[config.mk]
export PLATFORM = sky130hd
export DESIGN_NAME = asynch_fifo
export DESIGN_NICKNAME = d
export VERILOG_FILES = /design/src/rtl/asynch_fifo_pkg.sv /design/src/rtl/fifo_mem.sv /design/src/rtl/asynch_fifo.sv
export SDC_FILE = /design/constraint.sdc
export NUM_CORES = 1
export LEC_CHECK = 0
export BUFFER_PORTS_ARGS = -buffer_cell sky130_fd_sc_hd__buf_2
export CAP_MARGIN = 40
export CORE_MARGIN = 3
export CORE_UTILIZATION = 40
export CTS_CLUSTER_SIZE = 24
export DETAILED_ROUTE_END_ITERATION = 8
export GPL_TIMING_DRIVEN = 0
export PLACE_DENSITY_LB_ADDON = 0.15
export SYNTH_ARGS = -nofsm -noshare
export SYNTH_HDL_FRONTEND = slang
export SYNTH_HIERARCHICAL = 1
export SYNTH_SLANG_ARGS = --single-unit
[constraint.sdc]
create_clock -name clk -period 5.72 [get_ports clk]
set_clock_uncertainty 0.2 [all_clocks]
set_input_delay 0.858 -clock clk [delete_from_list [all_inputs] [get_ports clk]]
set_output_delay 0.858 -clock clk [all_outputs]
set_load 0.1 [all_outputs]
[src/rtl/asynch_fifo_pkg.sv]
// Shared constants and types for the single-clock FIFO slice.
package asynch_fifo_pkg;

    localparam int DATA_WIDTH = 8;
    localparam int DEPTH      = 64;
    localparam int ADDR_WIDTH = 6;

    typedef logic [DATA_WIDTH-1:0] data_t;
    typedef logic [ADDR_WIDTH-1:0] ptr_t;

endpackage

[src/rtl/fifo_mem.sv]
// Simple dual-port register array: one synchronous write port and one
// synchronous read port with a registered output. The array itself is not reset.
module fifo_mem #(
    parameter int DATA_WIDTH = 8,
    parameter int DEPTH      = 64,
    parameter int ADDR_WIDTH = 6
) (
    input  logic                  clk,
    input  logic                  rst,
    input  logic                  we,
    input  logic [ADDR_WIDTH-1:0] waddr,
    input  logic [DATA_WIDTH-1:0] wdata,
    input  logic                  re,
    input  logic [ADDR_WIDTH-1:0] raddr,
    output logic [DATA_WIDTH-1:0] rdata
);

    logic [DATA_WIDTH-1:0] r_mem [DEPTH];
    logic [DATA_WIDTH-1:0] r_rdata;

    // Store write data; contents survive reset.
    always_ff @(posedge clk) begin
        if (we) begin
            r_mem[waddr] <= wdata;
        end
    end

    // Registered read data; cleared by reset, held when no read is accepted.
    always_ff @(posedge clk or negedge rst) begin
        if (!rst) begin
            r_rdata <= '0;
        end else if (re) begin
            r_rdata <= r_mem[raddr];
        end
    end

    assign rdata = r_rdata;

endmodule

[src/rtl/asynch_fifo.sv]
// Single-clock FIFO: pointers, occupancy counter, flag decode and acceptance
// logic around a dual-port register array.
module asynch_fifo
    import asynch_fifo_pkg::*;
#(
    parameter int DATA_WIDTH = asynch_fifo_pkg::DATA_WIDTH,
    parameter int DEPTH      = asynch_fifo_pkg::DEPTH,
    parameter int ADDR_WIDTH = asynch_fifo_pkg::ADDR_WIDTH
) (
    input  logic                  clk,
    input  logic                  rst,
    input  logic                  wr_en,
    input  logic                  rd_en,
    input  logic [DATA_WIDTH-1:0] buf_in,
    output logic [DATA_WIDTH-1:0] buf_out,
    output logic                  buf_full,
    output logic                  buf_empty,
    output logic [ADDR_WIDTH:0]   fifo_counter
);

    localparam logic [ADDR_WIDTH:0] FULL_CNT = (ADDR_WIDTH+1)'(DEPTH);

    logic [ADDR_WIDTH-1:0] r_wr_ptr;
    logic [ADDR_WIDTH-1:0] r_rd_ptr;
    logic [ADDR_WIDTH:0]   r_count;
    logic                  w_wr_acc;
    logic                  w_rd_acc;

    // Acceptance uses the flags as they stand before the edge.
    assign w_wr_acc = wr_en && !buf_full;
    assign w_rd_acc = rd_en && !buf_empty;

    assign buf_empty    = (r_count == '0);
    assign buf_full     = (r_count == FULL_CNT);
    assign fifo_counter = r_count;

    // Advance pointers on accepted operations and track occupancy.
    always_ff @(posedge clk or negedge rst) begin
        if (!rst) begin
            r_wr_ptr <= '0;
            r_rd_ptr <= '0;
            r_count  <= '0;
        end else begin
            if (w_wr_acc) begin
                r_wr_ptr <= r_wr_ptr + 1'b1;
            end
            if (w_rd_acc) begin
                r_rd_ptr <= r_rd_ptr + 1'b1;
            end
            case ({w_wr_acc, w_rd_acc})
                2'b10:   r_count <= r_count + 1'b1;
                2'b01:   r_count <= r_count - 1'b1;
                default: r_count <= r_count;
            endcase
        end
    end

    fifo_mem #(
        .DATA_WIDTH(DATA_WIDTH),
        .DEPTH     (DEPTH),
        .ADDR_WIDTH(ADDR_WIDTH)
    ) u_mem (
        .clk  (clk),
        .rst  (rst),
        .we   (w_wr_acc),
        .waddr(r_wr_ptr),
        .wdata(buf_in),
        .re   (w_rd_acc),
        .raddr(r_rd_ptr),
        .rdata(buf_out)
    );

endmodule

After elaboration in Yosys (flattened, before gate mapping)

Memories as Yosys holds them, arrays and structs flattened. A register that Yosys moved wholly into a read port is not among the register bits.
Index checks and enable logic that the tools add are counted.

Register bits after elaboration: 19
Memory bits (writable): 512
Input bits: 12
Output and inout bits: 17
Memories: 1

Memory list:

| name        | words | bits a word | rd ports | clocked after memory_dff | write ports | line           | RTL |
|---|---|---|---|---|---|---|---|
| u_mem.r_mem | 64    | 8           | 1        | 1                        | 1           | fifo_mem.sv:18 | `logic [DATA_WIDTH-1:0] r_mem [DEPTH];` |

$add $sub $neg: 4
Eq/ne operators: 3
Multiplexer cells: 3
Reduce and logical (&&, ||, !) cells: 7

Operators by type and width:

| kind                | count |
|---|---|
| $pmux 7 s2          | 1 |
| $add 6x1->6 const B | 2 |
| $add 7x1->7 const B | 1 |
| $eq 7x7->1 const B  | 1 |
| $logic_not 7->1     | 1 |
| $sub 7x1->7 const B | 1 |
| $logic_not 1->1     | 3 |
| $eq 2x1->1 const B  | 1 |
| $eq 2x2->1 const B  | 1 |
| $logic_and 1x1->1   | 2 |
| $mux 1              | 2 |
| $reduce_bool 2->1   | 1 |

Longest topological paths before layout

Depth after elaboration: 5
Depth in mapped cells: 11
Mapped depth without buffers: 10

By module

Netlist, hierarchy kept.

By module, submodules not included:

| module      | times used | cells an instance | area each (sq um) |
|---|---|---|---|
| fifo_mem    | 1          | 939               | 20226.9 |
| asynch_fifo | 1          | 103               | 1113.6 |

Worst setup path after synthesis

No wires, ideal clock.

Path kind: register to register
Start: reg r_count[0], in the netlist fifo_counter[0]
End: reg r_count[6], in the netlist fifo_counter[6]
Library setup time: 0.159 ns
Data arrival time: 3.721 ns
Data required time: 5.361 ns
Path slack: 1.640 ns
Cell stages (with the launch flop): 11
Path buffers: 0
Period minus slack after synthesis: 4.080 ns
Cells stage by stage: dfrtp_1 nor4_2 and3_1 nand2b_4 ha_1 inv_1 fa_1 nand2b_1 a21o_1 a211oi_1 xnor2_1

Longest elaborated chain between the ends: 5

RTL lines:

| element                                                | line              | RTL |
|---|---|---|
| start, declared                                        | asynch_fifo.sv:25 | `logic [ADDR_WIDTH:0] r_count;` |
| start signal, assigned                                 | asynch_fifo.sv:51 | `2'b10: r_count <= r_count + 1'b1;` |
| start signal, assigned                                 | asynch_fifo.sv:52 | `2'b01: r_count <= r_count - 1'b1;` |
| start signal, assigned                                 | asynch_fifo.sv:53 | `default: r_count <= r_count;` |
| $eq 7x7->1 *                                           | asynch_fifo.sv:34 | `assign buf_full = (r_count == FULL_CNT);` |
| via buf_full                                           | asynch_fifo.sv:16 | `output logic buf_full,` |
| $logic_not 1->1 *                                      | asynch_fifo.sv:30 | `assign w_wr_acc = wr_en && !buf_full;` |
| $logic_and 1x1->1 *                                    | asynch_fifo.sv:30 |  |
| $eq 2x1->1 / $eq 2x2->1 (equally long branches)        | asynch_fifo.sv:50 | `case ({w_wr_acc, w_rd_acc})` |
| $pmux 7 s2 / $reduce_bool 2->1 (equally long branches) | --                |  |

Mark *: on every way through the listed nets, which the timed path passes. The rest lies on a longest branch.
A chain may end at the register's enable or synchronous reset.

==> results.md <==
- The flow ran to the end, and the final reports show no timing, DRC or antenna violations.
- The final weighted congestion in routability-driven placement is 0.823.
- Pin placement for this block handled 29 I/O pins.
- The number of sinks handled by clock tree synthesis is around 540.
- The source of the worst register-to-register timing path is r_rd_ptr[2]$_DFFE_PN0P_.
- In the final timing run, aggregate negative setup slack is 0 ns.
- Derived from the worst setup path, the maximum achievable clock frequency is about 300 MHz.
- The x dimension of the die is around 240 um.
- The final-report setup violation count is 0.
- The end of the worst register-to-register path is u_mem/rdata[3]$_DFFE_PN0P_.
- The detailed-route via count is between 10000 and 15000.
- Compared with the post-synthesis result, the final layout area differs by 14.7%.
- The setup slack of the most critical reg-to-reg path is 2.43 ns.
- For this run, the leading register cell type out of synthesis is edfxtp_1.
- The number of gates resized after CTS was 0.
- The vertical die dimension is approximately 240 um.
- The per-instance average area after synthesis is 20.5 sq um.
- The global routing usage on met1 is between 20% and 30%.
- The cell count after synthesis came out at around 1000.
- Once the floorplan was initialized, standard cells occupied 40.5% of the core.
- The post-synthesis net count is roughly 1100.
- Yosys mapped the design onto between 40 and 50 distinct sky130hd cell types.
- In this run the post-CTS setup repair buffer count came out at 0.
- The worst supply voltage drop on vdd is 0.233 mV.
- The post-detailed-route count of antenna-violating nets is 0.
- The number of hold violations in the final report came to 0.
- The flip-flop and latch count after synthesis is 539.
- The peak fanout along the critical path is 10.
- The proportion of synthesized flip-flops having asynchronous set or reset is about 5%.
- For this run, design rule violations remaining after detail routing come to 0.
- In this run the worst setup path terminates at u_mem/rdata[3]$_DFFE_PN0P_.
- The first routing iteration left around 730 violations.
- Setup repair after global routing left no endpoint under its margin.
- The post-route minimum period is 3.29 ns.
- The static leakage is between 7 and 8 nW.
- Yosys mapped a number of flops with a built-in enable equal to 512.
- At the worst endpoint, the required time is between 5 and 6 ns.
- The power density over the cells is around 500 mW/mm^2.
- The layer flagged by global routing as most heavily used is met2.
- The number of nets in the finished design is between 1000 and 1500.
- The fraction of the cycle the final worst path needs is between 50% and 60%.
- The worst slew margin relative to its limit is between 40 and 50%.
- The startpoint of the worst setup timing path is r_rd_ptr[2]$_DFFE_PN0P_.
- The launching element type of the critical path is a flop.
- The total of warnings raised by yosys is 6.
- The half-perimeter wire length after placement is 32300 um.
- The via count normalized by instance count is roughly 5.5.
- The arrival time at the worst endpoint is 3.54 ns.
- The worst hold path belongs to the class in2async.
- The fraction of met3 tracks used by global routing is ~2.5%.
- The CTS tree is yes.
- In this run the core area contains 84 standard-cell rows.
- The maximum buffer depth of the clock tree is 3.
- For this design, the CTS-stage hold fixing added 0 buffers.
- The actual slew at the worst max-slew pin is 0.891 ns.
- The routed design has about 50000 um of wire.
- The cell count of the worst reg-to-reg path is 8.
- The overall die area is about 0.056 sq mm.
- In the global route stage, overall resource usage came out at 17.4%.
- In the final routed layout, each cell accounts on average for around 26 um.
- The pin count of the biggest net entering global routing is 45.
- The insertion delay to the later sink of the worst-skew pair is approximately 0.6 ns.
- The number of levels in the clock H-tree is 2.
- Power comes to 12.2 mW.
- Cells with a size suffix above 1 make up approximately 27% of the layout.
- The first detailed-routing pass ran for 5 iterations.
- The number of antenna violations at the first check in global routing was 0.
- The type of destination of the critical path is a flop.
- By startpoint and endpoint, the worst setup path is classified as reg2reg.
- The summed instance area of the synthesized netlist is roughly 0.021 sq mm.
- The antenna diode count is 0.
- The clock buffer count from CTS is 55.
- The overall overflow remaining after global route is 0.
- The first-pass GRT wire length is ~70000 um.
- The reported max-cap violation count is 0.
- The part of the Yosys area used for sequential elements is between 70% and 80%.
- The final-report max-slew violation count was 0.
- The count of buffers added on input and output ports is 28.
- The via count of the first global-routing pass is around 11000.
- The clock edge transition at the registers on the reported setup and hold paths is about 0.06 ns.
- The root cell of the clock tree is clkbuf_16.
- The met2 track utilization from global routing is 28.0%.
- The region available for standard cell placement spans between 0.05 and 0.06 sq mm.
-- power breakdown --
group / leakage [nW] / switching, mW / internal (mW)
combinational: 2.08 / 2.35 / 1.51
sequential: 4.93 / 0.149 / 4.55
clock: 0.882 / 1.48 / 2.15
-- flip-flops by register name, indices dropped and copies added (netlist names) --
signal	count
fifo_counter	7
r_rd_ptr	6
r_wr_ptr	6
u_mem/r_mem	512
u_mem/rdata	8
-- final cells by class --
cell class              count  area (sq um)
inverters                  13          51.3
fillers                  4416         28200
clock inverters            30           345
multi-input cells         434          4960
plain buffers              56           280
repair buffers             54           439
flip-flops and latches    539         16100
clock buffers              69          1490
well taps                 688           861
-- worst min path at each step --
stage | from | endpoint | depth (start not counted)
5_1_grt | rst | fifo_counter[0]$_DFFE_PN0P_ | 1
3_5_place_dp | r_rd_ptr[4]$_DFFE_PN0P_ | r_rd_ptr[4]$_DFFE_PN0P_ | 1
6_report | rst | fifo_counter[0]$_DFFE_PN0P_ | 1
4_1_cts | rst | fifo_counter[0]$_DFFE_PN0P_ | 1
3_3_place_gp | r_wr_ptr[5]$_DFFE_PN0P_ | r_wr_ptr[5]$_DFFE_PN0P_ | 1
2_1_floorplan | r_wr_ptr[5]$_DFFE_PN0P_ | r_wr_ptr[5]$_DFFE_PN0P_ | 1
-- metal layers --
metal	up-vias	routed length, um	part of all wire, %
met4	0	1090	2.2
met2	240	23500	48
met3	67	2080	4.3
met1	5525	21900	45
met5	-	0	0
li1	4504	-	-
-- per-stage QoR --
| stage | area [sq um] | setup WS, ns | instances | hold WS, ns | util [%] |
|---|---|---|---|---|---|
| global placement | 22300 | 2.31 | 1758 | 0.261 | 42.4 |
| detailed placement | 22600 | 2.35 | 1780 | 0.276 | 42.9 |
| CTS | 24400 | 2.39 | 1879 | 0.0753 | 46.4 |
| floorplan | 21300 | 1.64 | 1042 | 0.244 | - |
| finish | 24500 | 2.43 | 1883 | 0.103 | 46.5 |
| global route | 24500 | 2.20 | 1883 | 0.136 | 46.5 |
-- critical path, stage by stage (launching register included) --
cell and delay [ns]:
dfrtp_1 0.40, buf_2 0.30, buf_2 0.46, buf_2 0.37, mux4_2 0.40, mux2i_1 0.21
o22ai_1 0.15, a221oi_1 0.47, o221ai_1 0.17
-- kinds of logic after synthesis --
kind of cell / after synthesis / synth area share, %
AO/OA/AOI/OAI: 65 / 2.30
adder cells (fa/ha/maj): 9 / 0.563
buffers and inverters: 69 / 1.55
multiplexers: 195 / 16.4
XOR/XNOR: 14 / 0.575
AND/OR/NAND/NOR: 151 / 3.38
flip-flops: 539 / 75.2
-- layout by cell type, fill, tap and decap left out, types with 9 or more instances in the layout --
| cell type | synthesis | layout |
|---|---|---|
| clkbuf_16 | 0 | 56 |
| mux2_2 | 32 | 32 |
| mux4_2 | 120 | 120 |
| nand3_1 | 15 | 15 |
| a22oi_1 | 16 | 16 |
| buf_4 | 2 | 15 |
| nor2_1 | 79 | 79 |
| o221ai_1 | 16 | 16 |
| edfxtp_1 | 512 | 512 |
| inv_1 | 12 | 12 |
| mux2i_1 | 41 | 41 |
| clkbuf_1 | 24 | 33 |
| clkinv_1 | 0 | 9 |
| dfrtp_1 | 27 | 27 |
| nand2_1 | 18 | 18 |
| buf_2 | 20 | 51 |
-- cell usage after synthesis (6+ instances only) --
cell type / count / area, sq um
mux2i_1: 41 / 410
mux4_2: 120 / 2700
nand2b_1: 8 / 50.1
mux2_2: 32 / 360
buf_2: 20 / 100
xor2_1: 8 / 70.1
nor2_1: 79 / 297
o221ai_1: 16 / 140
o22ai_1: 8 / 50.1
a22oi_1: 16 / 120
xnor2_1: 6 / 52.6
edfxtp_1: 512 / 15400
inv_1: 12 / 45.0
clkbuf_1: 24 / 90.1
nand2_1: 18 / 67.6
a221oi_1: 8 / 70.1
nand3_1: 15 / 75.1
dfrtp_1: 27 / 676
ha_1: 8 / 100
No activity file was read; power rests on OpenSTA's default activity.
